==> config.mk <==
export PLATFORM = sky130hd
export DESIGN_NAME = sdram_arbiter
export DESIGN_NICKNAME = d
export VERILOG_FILES = /design/src/rtl/sdram_arbiter.sv
export SDC_FILE = /design/constraint.sdc
export NUM_CORES = 1
export LEC_CHECK = 0
export CORE_MARGIN = 3
export CORE_UTILIZATION = 43
export DETAILED_ROUTE_END_ITERATION = 10
export PLACE_DENSITY = 0.8
export REMOVE_ABC_BUFFERS = 1
export SLEW_MARGIN = 20
export SYNTH_ARGS = -nofsm -noshare
export SYNTH_HDL_FRONTEND = slang
export SYNTH_SLANG_ARGS = --single-unit
==> constraint.sdc <==
create_clock -name clk -period 1.6 [get_ports clk]
set_input_delay 0.48 -clock clk [delete_from_list [all_inputs] [get_ports clk]]
set_output_delay 0.48 -clock clk [all_outputs]
set_load 0.02 [all_outputs]
==> src/rtl/sdram_arbiter.sv <==
// Slot-based SDRAM arbiter: time-multiplexes one SDRAM controller between a CPU
// port and a read-only video port, inserting refresh slots on a fixed interval.
module sdram_arbiter #(
  parameter int SLOT_LEN         = 8,
  parameter int REFRESH_INTERVAL = 500,
  parameter int STARTUP_CYCLES   = 512
) (
  input  logic        clk,
  input  logic        reset,
  input  logic        cpu_req,
  input  logic        cpu_we,
  input  logic [24:0] cpu_addr,
  input  logic [7:0]  cpu_din,
  output logic [7:0]  cpu_dout,
  output logic        cpu_ack,
  input  logic        vid_req,
  input  logic [24:0] vid_addr,
  output logic [7:0]  vid_dout,
  output logic        vid_ack,
  output logic        sd_ce,
  output logic        sd_we,
  output logic [24:0] sd_addr,
  output logic [7:0]  sd_din,
  output logic        sd_refresh,
  input  logic [7:0]  sd_dout,
  output logic        ready
);

  localparam int SW = $clog2(SLOT_LEN);
  localparam int TW = $clog2(REFRESH_INTERVAL);
  localparam int UW = $clog2(STARTUP_CYCLES + 1);

  localparam logic [SW-1:0] SLOT_FIRST   = SW'(0);
  localparam logic [SW-1:0] SLOT_LAST    = SW'(SLOT_LEN - 1);
  localparam logic [SW-1:0] STROBE_END   = SW'(SLOT_LEN / 2);
  localparam logic [TW-1:0] TIMER_LAST   = TW'(REFRESH_INTERVAL - 1);
  localparam logic [UW-1:0] STARTUP_LAST = UW'(STARTUP_CYCLES - 1);

  typedef enum logic [1:0] {
    S_IDLE    = 2'd0,
    S_REFRESH = 2'd1,
    S_CPU     = 2'd2,
    S_VID     = 2'd3
  } slot_state_t;

  logic [SW-1:0] slot_cnt_r;
  logic [UW-1:0] startup_cnt_r;
  logic [TW-1:0] refresh_timer_r;
  logic          refresh_pending_r;
  logic          favour_vid_r;
  slot_state_t   state_r;

  slot_state_t   next_state_s;
  logic          timer_expire_s;

  // Owner of the next slot; only meaningful when slot_cnt_r is at the boundary.
  always_comb begin
    next_state_s = S_IDLE;
    if (!ready) begin
      next_state_s = S_IDLE;
    end else if (refresh_pending_r) begin
      next_state_s = S_REFRESH;
    end else if (cpu_req && vid_req) begin
      next_state_s = favour_vid_r ? S_VID : S_CPU;
    end else if (cpu_req) begin
      next_state_s = S_CPU;
    end else if (vid_req) begin
      next_state_s = S_VID;
    end else begin
      next_state_s = S_IDLE;
    end
  end

  // Refresh timer wrap point.
  always_comb begin
    timer_expire_s = 1'b0;
    if (ready && (refresh_timer_r == TIMER_LAST)) begin
      timer_expire_s = 1'b1;
    end else begin
      timer_expire_s = 1'b0;
    end
  end

  // Slot scheduler, counters and all registered SDRAM/client outputs.
  always_ff @(posedge clk) begin
    if (reset) begin
      slot_cnt_r        <= SLOT_FIRST;
      startup_cnt_r     <= {UW{1'b0}};
      refresh_timer_r   <= {TW{1'b0}};
      refresh_pending_r <= 1'b0;
      favour_vid_r      <= 1'b1;
      state_r           <= S_IDLE;
      sd_ce             <= 1'b0;
      sd_refresh        <= 1'b0;
      sd_we             <= 1'b0;
      sd_addr           <= 25'd0;
      sd_din            <= 8'd0;
      cpu_dout          <= 8'd0;
      vid_dout          <= 8'd0;
      cpu_ack           <= 1'b0;
      vid_ack           <= 1'b0;
      ready             <= 1'b0;
    end else begin
      slot_cnt_r <= (slot_cnt_r == SLOT_LAST) ? SLOT_FIRST : slot_cnt_r + SW'(1);

      if (!ready) begin
        startup_cnt_r <= startup_cnt_r + UW'(1);
        ready         <= (startup_cnt_r == STARTUP_LAST);
      end

      if (ready) begin
        refresh_timer_r <= timer_expire_s ? {TW{1'b0}} : refresh_timer_r + TW'(1);
      end

      // A fresh expiry wins over the clear so a back-to-back interval is not lost.
      if (timer_expire_s) begin
        refresh_pending_r <= 1'b1;
      end else if ((slot_cnt_r == SLOT_FIRST) && (next_state_s == S_REFRESH)) begin
        refresh_pending_r <= 1'b0;
      end

      cpu_ack <= 1'b0;
      vid_ack <= 1'b0;

      if (slot_cnt_r == SLOT_FIRST) begin
        state_r    <= next_state_s;
        sd_ce      <= (next_state_s == S_CPU) || (next_state_s == S_VID);
        sd_refresh <= (next_state_s == S_REFRESH);
        case (next_state_s)
          S_CPU: begin
            sd_addr      <= cpu_addr;
            sd_we        <= cpu_we;
            sd_din       <= cpu_din;
            favour_vid_r <= 1'b1;
          end
          S_VID: begin
            sd_addr      <= vid_addr;
            sd_we        <= 1'b0;
            favour_vid_r <= 1'b0;
          end
          S_REFRESH: begin
            sd_we <= 1'b0;
          end
          default: begin
          end
        endcase
      end else if (slot_cnt_r == STROBE_END) begin
        sd_ce      <= 1'b0;
        sd_refresh <= 1'b0;
      end

      if (slot_cnt_r == SLOT_LAST) begin
        case (state_r)
          S_CPU: begin
            cpu_ack  <= 1'b1;
            cpu_dout <= sd_dout;
          end
          S_VID: begin
            vid_ack  <= 1'b1;
            vid_dout <= sd_dout;
          end
          default: begin
          end
        endcase
      end
    end
  end

endmodule

==> impl_metrics.yaml, run 1 <==
run_status:
  status: "complete, but fails checks"
  violations: "setup timing"
critical_path:
  reg2reg_setup_slack_ps: 20
  critPathMaxFanout: 13
  worst_ep_required_time_ps: 1840
  worst-endpoint-arrival_ps: 1870
  crit_path_end_kind: "flip-flop"
  cp-start-kind: "input port"
  critical_path_class: "in2reg"
synth:
  syn_area_um2: 3200
  yosysMostFrequentCell: "sky130_fd_sc_hd__dfxtp_1"
  post_synth_xor_area_fraction_pct: 3.83
  post_synth_inst_count: 357
  synthArstFlopShare_pct: 0
  synth-adder-area-share_pct: 2.34
  dominant_cell_type_by_area_after_synthesis: "sky130_fd_sc_hd__dfxtp_1"
  synth_cell_type_count: 40
  synth_compound_gate_area_share_pct: 10.9
  synth_ff_type: "sky130_fd_sc_hd__dfxtp_1"
  synth_enable_flop_cells: 0
  postSynthRegisterBits: 81
  synth_largest_type_area_fraction_pct: 50.6
  sequential_to_total_area_share_from_yosys_stat_pct: 50.6
  synth.top_cells.by_count: "sky130_fd_sc_hd__dfxtp_1 (81), sky130_fd_sc_hd__nor2_1 (59), sky130_fd_sc_hd__nand2_1 (45)"
  post_synth.cell_area_avg_um2: 8.97
  muxShareOfSynthArea_pct: 3.13
  ys_top_cells_by_area: "sky130_fd_sc_hd__dfxtp_1 (51%), sky130_fd_sc_hd__nor2_1 (6.9%), sky130_fd_sc_hd__nand2_1 (5.3%), sky130_fd_sc_hd__o22ai_1 (4.3%), sky130_fd_sc_hd__a21oi_1 (3.8%)"
  synthSimpleGateAreaFrac_pct: 25.2
  synth_top_family_by_area: "simple AND/OR/NAND/NOR gates"
  synth-warning-count: 0
pwr:
  max-vdd-ir-drop_mv: 0.522
  static-leakage-power_nw: 2.09
  power_per_cell_area_nw_per_um2: 791
detailed_routing:
  detail_route.iter0.violations: 84
  drtAntennaViolNets: 0
  vias_per_cell: 5.16
  drt_drc_violations_left: 0
  routed_wire_length_per_instance_um: 15.0
  vias: 3039
  routed_wl_um: 8850
  dr.pass1.iters: 4
layout:
  area_growth_synth_to_finish_pct: 54.3
  area_occupied_by_multi_input_gates_um2: 1580
  ant_diodes: 0
  layout_cells_sized_above_1_pct: 13.6
  design.final.nets: 565
  final_cell_area_um2: 4940
  fill_cells: 556
  final_core_utilization_pct: 70.4
  seqCellArea_um2: 1620
placed_design:
  place_hpwl_um: 6090
  gp_routability_congestion: 0.804
  place_ws_ps: -294
  port-buffer-count: 125
  placed_cell_area_um2: 4580
hold_path:
  hold_path.class: "reg2reg"
timing:
  grt_setup_unrepaired: "yes"
  worst_clock_skew_ps: 9.67
  clock.fmax_mhz: 615
  timing.slew.headroom_pct: 73.5
  slew_violations: 0
  final_period_util_pct: 102
  worst_slack_ps: -25.4
  finalWorstPathRequiredPeriod_ps: 1630
  worst_pin_slew_ps: 396
  setup_total_negative_slack_ps: -25.4
  setup_viol_count_final: 1
  hold_ws_ps: 436
  report.final.hold_viol_count: 0
floorplanning:
  initial_core_util_pct: 45.6
  io_pins: 126
  core_area_um2: 7020
  floorplan.die.width_um: 92.3
  die_area_um2: 8520
  fp-row-count: 30
  die_h_um: 92.3
global_route:
  global_route_wire_length_before_repair_um: 13600
  grt_antenna_before_repair: 0
  grtUsageTotal_pct: 20.0
  grt_start_max_net_pins: 51
  first_global_vias: 2914
  grt_overflow_total: 0
clock_network:
  cts_tree: "done"
  cts.path.max_buffers: 2
  number_of_buffers_inserted_for_hold_repair_after_clock_tree_synthesis: 0
  clk_pin_slew_ps: 90
  inserted_clock_buffers: 9
  sinks_on_the_clock_net: 81
  cts.htree.levels: 3
  worstSkewPairLatency_ps: 350
  cts_root_buffer: "sky130_fd_sc_hd__clkbuf_8"
job:
  timing.max_cap.violations: 0
## sequential cells by signal (all words and copies together), names as in the netlist
register           count
slot_cnt_r             3
sd_we                  1
vid_ack                1
cpu_dout               8
state_r                2
sd_addr               25
favour_vid_r           1
refresh_pending_r      1
ready                  1
cpu_ack                1
sd_refresh             1
vid_dout               8
sd_ce                  1
startup_cnt_r         10
refresh_timer_r        9
sd_din                 8
## layout by cell type, fill, tap and decap left out, types with 3 or more instances in the layout
| master | synthesis | layout |
|---|---|---|
| sky130_fd_sc_hd__buf_12 | 0 | 4 |
| sky130_fd_sc_hd__dlygate4sd2_1 | 0 | 54 |
| sky130_fd_sc_hd__nor3_2 | 7 | 7 |
| sky130_fd_sc_hd__o22ai_1 | 22 | 12 |
| sky130_fd_sc_hd__nand2_1 | 45 | 45 |
| sky130_fd_sc_hd__clkdlybuf4s50_1 | 0 | 68 |
| sky130_fd_sc_hd__clkbuf_16 | 0 | 3 |
| sky130_fd_sc_hd__xor2_1 | 9 | 9 |
| sky130_fd_sc_hd__dfxtp_1 | 81 | 79 |
| sky130_fd_sc_hd__clkbuf_8 | 0 | 10 |
| sky130_fd_sc_hd__mux2i_1 | 10 | 9 |
| sky130_fd_sc_hd__a21oi_1 | 24 | 24 |
| sky130_fd_sc_hd__nor2_1 | 59 | 58 |
| sky130_fd_sc_hd__inv_1 | 5 | 3 |
| sky130_fd_sc_hd__ha_1 | 6 | 5 |
| sky130_fd_sc_hd__and3_1 | 3 | 3 |
| sky130_fd_sc_hd__xnor2_1 | 5 | 5 |
| sky130_fd_sc_hd__nand3_1 | 3 | 3 |
| sky130_fd_sc_hd__o22ai_2 | 0 | 10 |
| sky130_fd_sc_hd__o221ai_2 | 0 | 3 |
| sky130_fd_sc_hd__nor3_1 | 18 | 18 |
| sky130_fd_sc_hd__buf_4 | 3 | 7 |
| sky130_fd_sc_hd__nand4_1 | 6 | 6 |
| sky130_fd_sc_hd__nand2b_1 | 4 | 4 |
| sky130_fd_sc_hd__o21ai_0 | 5 | 5 |
## layer usage
layer	up-vias	routed length [um]	GRT usage [%]
li1	1492	-	-
met1	1435	3600	23.6
met5	-	0	0
met2	92	4580	34.5
met3	20	471	5.85
met4	0	208	7.05
## path summary, 6_finish.rpt
path / endpoint / startpoint / depth (start not counted)
worst max-delay path: sd_addr[2] / cpu_req / 6
worst min-delay path: slot_cnt_r[0] / slot_cnt_r[0] / 1
worst max register to register: sd_addr[2] / slot_cnt_r[0] / 7
worst min register to register: slot_cnt_r[0] / slot_cnt_r[0] / 1
## worst max-delay path, cell delays in order
cell and delay [ps]:
sky130_fd_sc_hd__clkdlybuf4s50_1 570, sky130_fd_sc_hd__nand2b_1 220, sky130_fd_sc_hd__nand3_4 130, sky130_fd_sc_hd__clkbuf_16 220, sky130_fd_sc_hd__o22ai_1 180, sky130_fd_sc_hd__nor3_1 70
## per-stage QoR
step | power, mW | instances
3_3_place_gp | 2.36 | 567
4_1_cts | 3.91 | 584
6_report | 3.91 | 589
2_1_floorplan | 2.13 | 337
3_5_place_dp | 2.37 | 567
5_1_grt | 4.05 | 589
## layout make-up
type	instances	share of cell area (%)
Sequential cell	81	32.9
Multi-Input combinational cell	252	31.9
Clock buffer	10	2.79
Tap cell	96	2.43
Timing Repair Buffer	139	28.1
Clock inverter	6	1.52
Inverter	5	0.380
## power by group
group / switching (mW) / leakage (nW) / internal [mW]
sequential: 0.0109 / 0.654 / 2.03
clock: 0.774 / 0.105 / 0.785
combinational: 0.111 / 1.33 / 0.197
## what timing repair did
| action | CTS | global route |
|---|---|---|
| pin swaps | 0 | 4 |
| setup endpoints to repair | 61 | 37 |
| cloned | 1 | 3 |
| gates resized for setup | 57 | 23 |
| buffers inserted | 0 | 2 |
## cells by family after synthesis
logic type	count (synthesis)
and+or+nand+nor	163
DFF	81
AOI/OAI and AO/OA	58
buffers and inverters	25
xor gates and xnor gates	14
muxes	10
adders and majority gates	6
No activity file was read; power rests on OpenSTA's default activity.
==> run 2, diff against run 1 <==
--- a/config.mk
+++ b/config.mk
@@ -9,7 +9,6 @@
 export CORE_UTILIZATION = 43
 export DETAILED_ROUTE_END_ITERATION = 10
 export PLACE_DENSITY = 0.8
-export REMOVE_ABC_BUFFERS = 1
 export SLEW_MARGIN = 20
 export SYNTH_ARGS = -nofsm -noshare
 export SYNTH_HDL_FRONTEND = slang
==> impl_metrics.yaml, run 2 (same netlist as run 1, synthesis figures left out) <==
floorplanning:
  io_pins: 126
  fp-row-count: 30
  initial_core_util_pct: 45.6
  die_h_um: 92.3
  core_area_um2: 7020
  floorplan.die.width_um: 92.3
  die_area_um2: 8520
critical_path:
  peak_per_stage_delay_on_the_critical_path_ps: 340
  crit_path_end_kind: "flip-flop"
  critPathMaxFanout: 16
  critical_path_class: "reg2reg"
  worst_ep_required_time_ps: 1820
  critical-path-slowest-cell: "sky130_fd_sc_hd__dfxtp_2"
  cp-start-kind: "flip-flop"
  critical_path.cell_chain: "inv_2, ha_4, and4bb_4, nand3_4, clkbuf_16, o22ai_1, nor3_1"
  worst-endpoint-arrival_ps: 1830
run_status:
  status: "complete, but fails checks"
  violations: "setup timing"
layout:
  area_occupied_by_multi_input_gates_um2: 1600
  largest_reg_flops: 25
  final_cell_area_um2: 4930
  most_common_cell_after_layout_fill_and_taps_aside: "sky130_fd_sc_hd__dfxtp_1"
  layout_cells_sized_above_1_pct: 14.0
  seqCellArea_um2: 1620
  design.final.nets: 565
  fill_cells: 548
  most-common-layout-cells: "sky130_fd_sc_hd__dfxtp_1 (79), sky130_fd_sc_hd__clkdlybuf4s50_1 (67), sky130_fd_sc_hd__nor2_1 (58), sky130_fd_sc_hd__dlygate4sd2_1 (54), sky130_fd_sc_hd__nand2_1 (45)"
  area_growth_synth_to_finish_pct: 53.9
  reg.largest.list: "sd_addr: 25 flops, startup_cnt_r: 10 flops, refresh_timer_r: 9 flops"
  regMostFlops: "sd_addr"
  ant_diodes: 0
timing:
  report.final.hold_viol_count: 0
  worst_clock_skew_ps: 10.4
  setup_viol_count_final: 1
  slew_violations: 0
  clock.fmax_mhz: 620
  setup_total_negative_slack_ps: -13.6
  final_period_util_pct: 101
  worst_pin_slew_ps: 361
  finalWorstPathRequiredPeriod_ps: 1610
  grt_setup_unrepaired: "yes"
  worst_slack_ps: -13.6
  timing.slew.headroom_pct: 75.9
detailed_routing:
  routed_wire_length_per_instance_um: 16.0
  detail_route.iter0.violations: 138
  drt_drc_violations_left: 0
  vias_per_cell: 5.15
  vias: 3036
  dr.pass1.iters: 4
  drtAntennaViolNets: 0
  routed_wl_um: 9440
clock_network:
  inserted_clock_buffers: 9
  worstSkewPairLatency_ps: 340
  cts_root_buffer: "sky130_fd_sc_hd__clkbuf_8"
  cts.path.max_buffers: 2
  cts.htree.levels: 3
  cts_tree: "done"
  clk_pin_slew_ps: 80
  sinks_on_the_clock_net: 81
placed_design:
  place_hpwl_um: 6430
  port-buffer-count: 125
  gp_routability_congestion: 0.767
  place_ws_ps: -270
  placed_cell_area_um2: 4560
global_route:
  grt_overflow_total: 0
  grtUsageTotal_pct: 21.1
  grt_antenna_before_repair: 0
  grt_start_max_net_pins: 34
  global_route_wire_length_before_repair_um: 14400
  first_global_vias: 2906
pwr:
  static-leakage-power_nw: 2.10
  max-vdd-ir-drop_mv: 0.571
  power_per_cell_area_nw_per_um2: 780
synth:
  synth_nets: 434
job:
  timing.max_cap.violations: 0
hold_path:
  hold_path.class: "reg2reg"
[run 2: worst max-delay path: cells and delay by family, from the launching register on]
family,cells,cell delay (ps)
flip-flops,1,340
AND/OR/NAND/NOR,3,530
adder cells (fa/ha/maj),1,150
buffers and inverters,2,310
AO/OA/AOI/OAI,1,170
[run 2: repair_timing]
action,in CTS,in global routing
pin swaps,1,1
gates cloned,1,3
hold buffers,0,0
endpoints found under the hold margin,0,0
setup buffers,0,1
setup endpoints to repair,66,51
resized for setup,62,23
[run 2: layout make-up]
type                       instances  area share [%]
sequential                        81            33.0
multi-input combinational        252            32.4
clock buffer                      10            2.79
tap                               96            2.44
inverter                           5           0.381
timing repair buffer             139            27.7
clock inverter                     6            1.32
[run 2: report_power, final]
part           internal [mW]  leakage, nW  switching [mW]
combinational          0.191         1.34           0.110
clock                  0.766        0.103           0.738
sequential              2.03        0.654          0.0119
total                   2.99         2.10           0.859
[run 2: worst paths after layout]
check             slack, ps             to  cells after the start     startpoint
setup / recovery        -10     sd_addr[7]                      7  slot_cnt_r[1]
setup reg to reg        -10     sd_addr[7]                      7  slot_cnt_r[1]
hold reg to reg         440  slot_cnt_r[0]                      1  slot_cnt_r[0]
hold / removal          440  slot_cnt_r[0]                      1  slot_cnt_r[0]
[run 2: metrics by stage]
step	cells	util [%]	hold WS [ps]	total power [mW]
final	589	70.2	444	3.85
after global routing	589	70.2	469	4.00
after CTS	585	67.5	455	3.86
after detailed placement	568	65.0	446	2.36
after global placement	568	65.0	438	2.36
after floorplan	357	-	432	2.16
[run 2: layer usage]
metal  vias to the layer above  wire length [um]  track usage, %
met5                         -                 0               0
met4                         0               270            8.91
met3                        23               349            3.57
met2                        75              4880            35.9
met1                      1446              3930            26.5
li1                       1492                 -               -
